$ cat config.mk
export PLATFORM = sky130hd
export DESIGN_NAME = rc4_key_search_ctrl
export DESIGN_NICKNAME = d
export VERILOG_FILES = /design/src/rtl/rc4_key_search_ctrl.sv
export SDC_FILE = /design/constraint.sdc
export NUM_CORES = 1
export LEC_CHECK = 0
export ABC_AREA = 1
export CORE_UTILIZATION = 48
export CTS_CLUSTER_SIZE = 16
export DETAILED_ROUTE_END_ITERATION = 8
export PLACE_DENSITY = 0.76
export SYNTH_ARGS = -nofsm -noshare
export SYNTH_HDL_FRONTEND = slang
export SYNTH_SLANG_ARGS = --single-unit
$ cat constraint.sdc
create_clock -name clk -period 2.7 [get_ports clk]
set_clock_uncertainty 0.15 [all_clocks]
set_input_delay 0.405 -clock clk [delete_from_list [all_inputs] [get_ports clk]]
set_output_delay 0.405 -clock clk [all_outputs]
set_load 0.05 [all_outputs]
$ cat src/rtl/rc4_key_search_ctrl.sv
// rc4_key_search_ctrl
//
// Sequencer for the RC4 key-search datapath. For each candidate key it runs
// the S-memory init engine, then the key-scheduled shuffle engine, then the
// message decrypt engine. It hands the shared memory router to one engine at
// a time and screens every decrypted byte. A candidate passes when every byte
// is a lowercase letter or a space and exactly MSG_LEN bytes arrived. A
// passing candidate stops the search. Otherwise the next key is tried until
// KEY_END has been checked.
//
// Ports:
//   clk            system clock
//   reset_n        asynchronous active-low reset
//   start          begin a search (ignored while busy)
//   abort          synchronous return to IDLE, overrides everything
//   init_start     1-cycle kick to the init engine
//   init_done      init engine completion pulse
//   shuffle_start  1-cycle kick to the shuffle engine
//   shuffle_done   shuffle engine completion pulse
//   decrypt_start  1-cycle kick to the decrypt engine
//   decrypt_done   decrypt engine completion pulse
//   char_valid     decrypted byte strobe
//   char_data      decrypted byte
//   mem_sel        router grant: 00 none, 01 init, 10 shuffle, 11 decrypt
//   secret_key     current candidate, zero-extended to KEY_WIDTH
//   busy           search in progress
//   found          plausible plaintext found
//   failed         search range exhausted
module rc4_key_search_ctrl #(
  parameter int                     KEY_WIDTH   = 24,
  parameter int                     SEARCH_BITS = 22,
  parameter logic [SEARCH_BITS-1:0] KEY_START   = '0,
  parameter logic [SEARCH_BITS-1:0] KEY_END     = 22'h3FFFFF,
  parameter int                     MSG_LEN     = 32
) (
  input  logic                 clk,
  input  logic                 reset_n,
  input  logic                 start,
  input  logic                 abort,
  output logic                 init_start,
  input  logic                 init_done,
  output logic                 shuffle_start,
  input  logic                 shuffle_done,
  output logic                 decrypt_start,
  input  logic                 decrypt_done,
  input  logic                 char_valid,
  input  logic [7:0]           char_data,
  output logic [1:0]           mem_sel,
  output logic [KEY_WIDTH-1:0] secret_key,
  output logic                 busy,
  output logic                 found,
  output logic                 failed
);

  // The counter must be able to hold MSG_LEN+1 so that an over-long message
  // stays distinguishable from an exact-length one.
  localparam int               CNT_W      = $clog2(MSG_LEN + 2);
  localparam logic [CNT_W-1:0] CNT_TARGET = CNT_W'(MSG_LEN);
  localparam logic [CNT_W-1:0] CNT_SAT    = CNT_W'(MSG_LEN + 1);
  localparam logic [CNT_W-1:0] CNT_ONE    = CNT_W'(1);

  localparam logic [1:0] SEL_NONE    = 2'b00;
  localparam logic [1:0] SEL_INIT    = 2'b01;
  localparam logic [1:0] SEL_SHUFFLE = 2'b10;
  localparam logic [1:0] SEL_DECRYPT = 2'b11;

  typedef enum logic [2:0] {
    IDLE,
    INIT,
    SHUFFLE,
    DECRYPT,
    CHECK,
    FOUND,
    EXHAUSTED
  } state_t;

  state_t                 state;
  logic [SEARCH_BITS-1:0] key;
  logic                   reject;
  logic [CNT_W-1:0]       byte_count;
  logic                   byte_legal;

  assign byte_legal = (char_data == 8'h20) ||
                      ((char_data >= 8'h61) && (char_data <= 8'h7A));

  assign secret_key = {{(KEY_WIDTH - SEARCH_BITS){1'b0}}, key};

  // All outputs are registered. Each engine kick is set on the transition
  // into its state and cleared by default on the next edge, so it covers
  // exactly the first cycle of that state.
  always_ff @(posedge clk or negedge reset_n) begin
    if (!reset_n) begin
      state         <= IDLE;
      key           <= KEY_START;
      reject        <= 1'b0;
      byte_count    <= '0;
      init_start    <= 1'b0;
      shuffle_start <= 1'b0;
      decrypt_start <= 1'b0;
      mem_sel       <= SEL_NONE;
      busy          <= 1'b0;
      found         <= 1'b0;
      failed        <= 1'b0;
    end else begin
      init_start    <= 1'b0;
      shuffle_start <= 1'b0;
      decrypt_start <= 1'b0;

      if (abort) begin
        // The key is kept so that a debugger can see where the search stopped.
        state   <= IDLE;
        mem_sel <= SEL_NONE;
        busy    <= 1'b0;
        found   <= 1'b0;
        failed  <= 1'b0;
      end else begin
        case (state)
          IDLE, FOUND, EXHAUSTED: begin
            if (start) begin
              state      <= INIT;
              key        <= KEY_START;
              reject     <= 1'b0;
              byte_count <= '0;
              init_start <= 1'b1;
              mem_sel    <= SEL_INIT;
              busy       <= 1'b1;
              found      <= 1'b0;
              failed     <= 1'b0;
            end
          end

          INIT: begin
            if (init_done) begin
              state         <= SHUFFLE;
              shuffle_start <= 1'b1;
              mem_sel       <= SEL_SHUFFLE;
            end
          end

          SHUFFLE: begin
            if (shuffle_done) begin
              state         <= DECRYPT;
              decrypt_start <= 1'b1;
              mem_sel       <= SEL_DECRYPT;
            end
          end

          DECRYPT: begin
            // A byte arriving on the same edge as decrypt_done still counts.
            if (char_valid) begin
              if (!byte_legal) begin
                reject <= 1'b1;
              end
              if (byte_count != CNT_SAT) begin
                byte_count <= byte_count + CNT_ONE;
              end
            end
            if (decrypt_done) begin
              state   <= CHECK;
              mem_sel <= SEL_NONE;
            end
          end

          CHECK: begin
            if (!reject && (byte_count == CNT_TARGET)) begin
              state <= FOUND;
              busy  <= 1'b0;
              found <= 1'b1;
            end else if (key == KEY_END) begin
              // Stopping here keeps the key from ever wrapping.
              state  <= EXHAUSTED;
              busy   <= 1'b0;
              failed <= 1'b1;
            end else begin
              state      <= INIT;
              key        <= key + SEARCH_BITS'(1);
              reject     <= 1'b0;
              byte_count <= '0;
              init_start <= 1'b1;
              mem_sel    <= SEL_INIT;
            end
          end

          default: begin
            state   <= IDLE;
            mem_sel <= SEL_NONE;
            busy    <= 1'b0;
            found   <= 1'b0;
            failed  <= 1'b0;
          end
        endcase
      end
    end
  end

endmodule

==> After elaboration in Yosys (flattened, before gate mapping) <==
Index checks and enable logic that the tools add are counted.
{ "totals": {"regBits": 40, "in_bits": 16, "output_inout_bits": 32} }
{ "classes": {"addsub": 2, "order_cmp": 2, "eq_ne": 26, "n_mux": 55, "n_bitwise": 1, "reduce_logical": 17} }
{ "op_table": {"columns": ["cell", "n"], "rows": [
  ["22-bit 2-to-1 mux", 3],
  ["22-bit one-hot mux with 2 select lines", 1],
  ["6-bit 2-to-1 mux", 5],
  ["1-bit 2-to-1 mux", 24],
  ["3-bit != test, second input constant", 8],
  ["22-bit by 1-bit adder with 22-bit output, second input constant", 1],
  ["22-bit equality test, second input constant", 1],
  ["3-bit 2-to-1 mux", 7],
  ["6-bit one-hot mux with 3 select lines", 1],
  ["3-bit one-hot mux with 5 select lines", 1],
  ["2-bit 2-to-1 mux", 7],
  ["7-bit AND reduction", 2],
  ["2-bit != test, second input constant", 6],
  ["1-bit one-hot mux with 3 select lines", 4],
  ["2-bit one-hot mux with 5 select lines", 1],
  ["3-bit equality test, second input constant", 3],
  ["8-bit by 6-bit equality test with 1-bit output, second input constant", 1],
  ["8-bit by 7-bit >= comparator with 1-bit output, second input constant", 1],
  ["8-bit by 7-bit <= comparator with 1-bit output, second input constant", 1],
  ["4-bit AND reduction", 2],
  ["6-bit by 1-bit adder with 6-bit output, second input constant", 1],
  ["3-bit by 2-bit equality test with 1-bit output, second input constant", 2],
  ["6-bit equality test, second input constant", 1],
  ["6-bit != test, second input constant", 1],
  ["other kinds (15)", 18]
]} }

==> Longest topological paths before layout <==
{ "depth": {"ltp_word": 6, "ltp_mapped": 12, "ltp_nobuf": 12} }

==> Least setup slack after synthesis <==
No wires, ideal clock.
{ "synth_path": {"kind": "flip-flop to flip-flop", "startpoint": "reg key[0]", "endpoint": "reg key[3]", "arrival_ns": 2.063, "required_time_ns": 2.474, "path_slack_ns": 0.410, "path_stages_with_launch": 13, "synth_period_minus_slack_ns": 2.290, "path_cell_list": "dfrtp_1 -> ha_1 -> nand2_1 -> nor2_4 -> nand2_2 -> nor2_4 -> nand2_2 -> nand2_2 -> nand2_4 -> nand2_8 -> buf_6 -> nand2_1 -> o21ai_1"} }
{ "synth_between": {"elab_chain_cells": 4} }
{ "synth_lines": {"columns": ["item", "line", "rtl"], "rows": [
  ["start, declared", "78", "logic [SEARCH_BITS-1:0] key;"],
  ["start signal, assigned", "176", "key <= key + SEARCH_BITS'(1);"],
  ["22-bit by 1-bit adder with 22-bit output", "176", null],
  ["22-bit 2-to-1 mux", "169", "end else if (key == KEY_END) begin"],
  ["22-bit 2-to-1 mux", "165", "if (!reject && (byte_count == CNT_TARGET)) begin"],
  ["22-bit one-hot mux with 2 select lines", "117", "case (state)"]
]} }
Parallel ways exist; a longest one is shown, timed or not. The select of a mux whose other input is x is not followed.
A chain may end at the register's enable or synchronous reset.

==> Worst setup path in the final report <==
{ "layout_path": {"startpoint": "reg key[0]", "endpoint": "reg key[4]"} }
The elaborated chain is that of the path after synthesis.

==> impl_metrics.yaml <==
route:
  wirelength_mm: 6.329
  drtIter0Drc: 173
  ant_nets: 0
  drt-wirelength-per-cell_um: 12.17
  drt-vias-per-instance: 5.044
  firstDrtPassIters: 4
  route.detailed.drc: 0
  vias: 2623
power_and_ir_drop:
  leakagePower_nw: 1.467
  p_total_mw: 1.747
  peakVddDrop_mv: 0.5014
  powerDensity_nw_per_um2: 534.7
global_routing:
  overflow: 0
  track_usage_pct: 22.81
  antenna_found_initial: 0
  grt_pass1_wl_mm: 10.96
  grt_max_degree: 41
  first_global_vias: 2410
critical_path:
  crit_start: "key[0]"
  crit_family: "simple AND/OR/NAND/NOR gates"
  cp_num_buf_inv: 1
  r2r_start: "key[0]"
  cp_slowest_stage_delay_ps: 450
  path_max_fanout: 36
  cp_cell_sequence: "ha_1 -> nand2_1 -> nor2_4 -> nand2_2 -> nor2_4 -> nand2_2 -> nand2_2 -> nand2_4 -> nand2_8 -> inv_2 -> nand2_1 -> nand2_1"
  arrival_ps: 2270
  cp.required_ps: 2740
  critical_path.startpoint_type: "flip-flop"
  path_class: "reg -> reg"
  endpoint_kind: "flip-flop"
  timing.critical_path.slowest_stage_cell: "dfrtp_1"
  rrSetupSlack_ps: 470
flow_run:
  drv_cap: 0
cts:
  cts_tree: "done"
  clk_pin_slew_ps: 80
  ctsRootBufferMaster: "clkbuf_8"
  htree_num_levels: 2
  numCtsBuffers: 5
  clockBufferDepth: 2
  clock_sinks: 40
  postCtsHoldBufs: 0
  clk_latency_ps: 290
  cts_setup_buffers: 0
  cts_resized: 0
synthesis:
  synthCells: 403
  avgSynthCellArea_um2: 6.678
  synth_top_cell_by_area: "dfrtp_1"
  synthMuxAreaShare_pct: 0
  synth_top_family_by_area: "simple AND/OR/NAND/NOR gates"
  synth-xor-area-share_pct: 4.881
  synthArstFlopShare_pct: 100.0
  ys_types: 30
  synth_adder_area_share_pct: 1.860
  synth_seq_area_share_pct: 37.19
  synth_edf_count: 0
  ys_ff_latch: 40
  synth_compound_area_share_pct: 5.160
  synthTopCellsByCount: "nand2_1 (149), nor2_1 (60), nand3_1 (41)"
  synth.most_common_cell: "nand2_1"
  yosys.area_share.simple_pct: 42.91
  synth_area_leaders: "dfrtp_1 (37%), nand2_1 (21%), nor2_1 (8.4%)"
  ys.flop_type: "dfrtp_1"
  yosys_warnings: 0
  synth_top_area_share_pct: 37.19
  syn_area_um2: 2691
cells_and_area:
  regArea_um2: 1001
  fill_cells: 507
  syn2layout_area_growth_pct: 21.39
  antennaDiodeCount: 0
  final_layout_size_suffix_gt1_share_pct: 6.889
  multi_input_area_um2: 1483
  instances_no_fill: 520
  finalNetCount: 469
timing:
  max_slew_margin_pct: 41.52
  tightest_slew_ps: 877.2
  finalMaxSlewViolations: 0
  grt_setup_unrepaired: "no"
  hold_violations: 0
  fmax_ghz: 0.4483
  setup_viol: 0
  post-route-min-period_ps: 2231
  min_period_over_period_pct: 82.62
  whs_ps: 68.87
  fin_setup_tns_ps: 0
min_path:
  min_path_type: "in -> async"
placed_design:
  place_inst: 512
  io_buffers: 45
  gp_congestion: 0.8722
  dp_hpwl_mm: 4.625
die:
  dieArea_um2: 5911
  start_util_pct: 51.39
  fp.coreArea_um2: 5238
  io_pins: 48
  die_w_um: 76.88
  num_rows: 26
  die_h_um: 76.88
status:
  status: "complete, no violations"
logic make-up after synthesis:
family,count (synthesis)
AOI/OAI and AO/OA,25
xor gates and xnor gates,15
adders and majority gates,4
buffers and inverters,48
DFF,40
other,1
and+or+nand+nor,270
stage by stage:
stage	utilization (%)	instance area, um^2	setup WS [ps]
floorplan	-	2695	410.4
global placement	60.61	3174	498.5
detailed placement	60.61	3174	483.8
CTS	62.37	3267	460.5
global route	62.37	3267	242.3
finish	62.37	3267	469.3
flip-flops by register name (all words and copies together), names as in the netlist:
name and cells:
byte_count 6, decrypt_start 1, busy 1, reject 1, init_start 1, state 3, mem_sel 2, key 22
failed 1, shuffle_start 1, found 1
final timing paths:
check	cells past startpoint	end
worst max-delay path	12	key[4]
worst min-delay path	1	shuffle_start
worst max register to register	12	key[4]
worst min register to register	2	mem_sel[1]
max in group asynchronous	1	byte_count[0]
min in group clk	2	mem_sel[1]
routing by layer:
layer  global-route usage [%]  up-vias  wire length [um]
li1                         -     1343                 -
met1                    32.32     1200              3105
met2                    34.73       71              2783
met3                    4.286        9               353
met4                    7.692        0                87
met5                        0        -                 0
report_power, final:
group	total [mW]	switching, mW	internal, mW
combinational	0.630	0.444	0.186
sequential	0.700	0.0492	0.650
clock	0.417	0.213	0.204
total	1.75	0.706	1.04
layout make-up:
type | count | area share, %
multi-input combinational | 316 | 45.38
sequential | 40 | 30.64
timing repair buffer | 46 | 13.86
inverter | 40 | 4.596
tap | 70 | 2.681
clock buffer | 6 | 2.528
clock inverter | 2 | 0.3064
worst reg2reg max path, cell delays in order (launching register included):
cell,delay (ps)
dfrtp_1,450
ha_1,290
nand2_1,140
nor2_4,140
nand2_2,90
nor2_4,150
nand2_2,70
nand2_2,90
nand2_4,80
nand2_8,200
inv_2,140
nand2_1,80
nand2_1,50
cells in the final DEF, fill, tap and decap left out, types with 3 or more instances in the layout:
master / count
a21oi_1: 3
clkbuf_8: 6
clkdlybuf4s50_1: 44
dfrtp_1: 40
ha_1: 4
inv_1: 34
inv_2: 6
nand2_1: 149
nand2_2: 3
nand3_1: 41
nand4_1: 4
nor2_1: 60
nor2_2: 3
nor2_4: 3
o21ai_0: 5
o21ai_1: 14
xnor2_1: 4
xor2_1: 11
(Power assumes the default switching activity.)
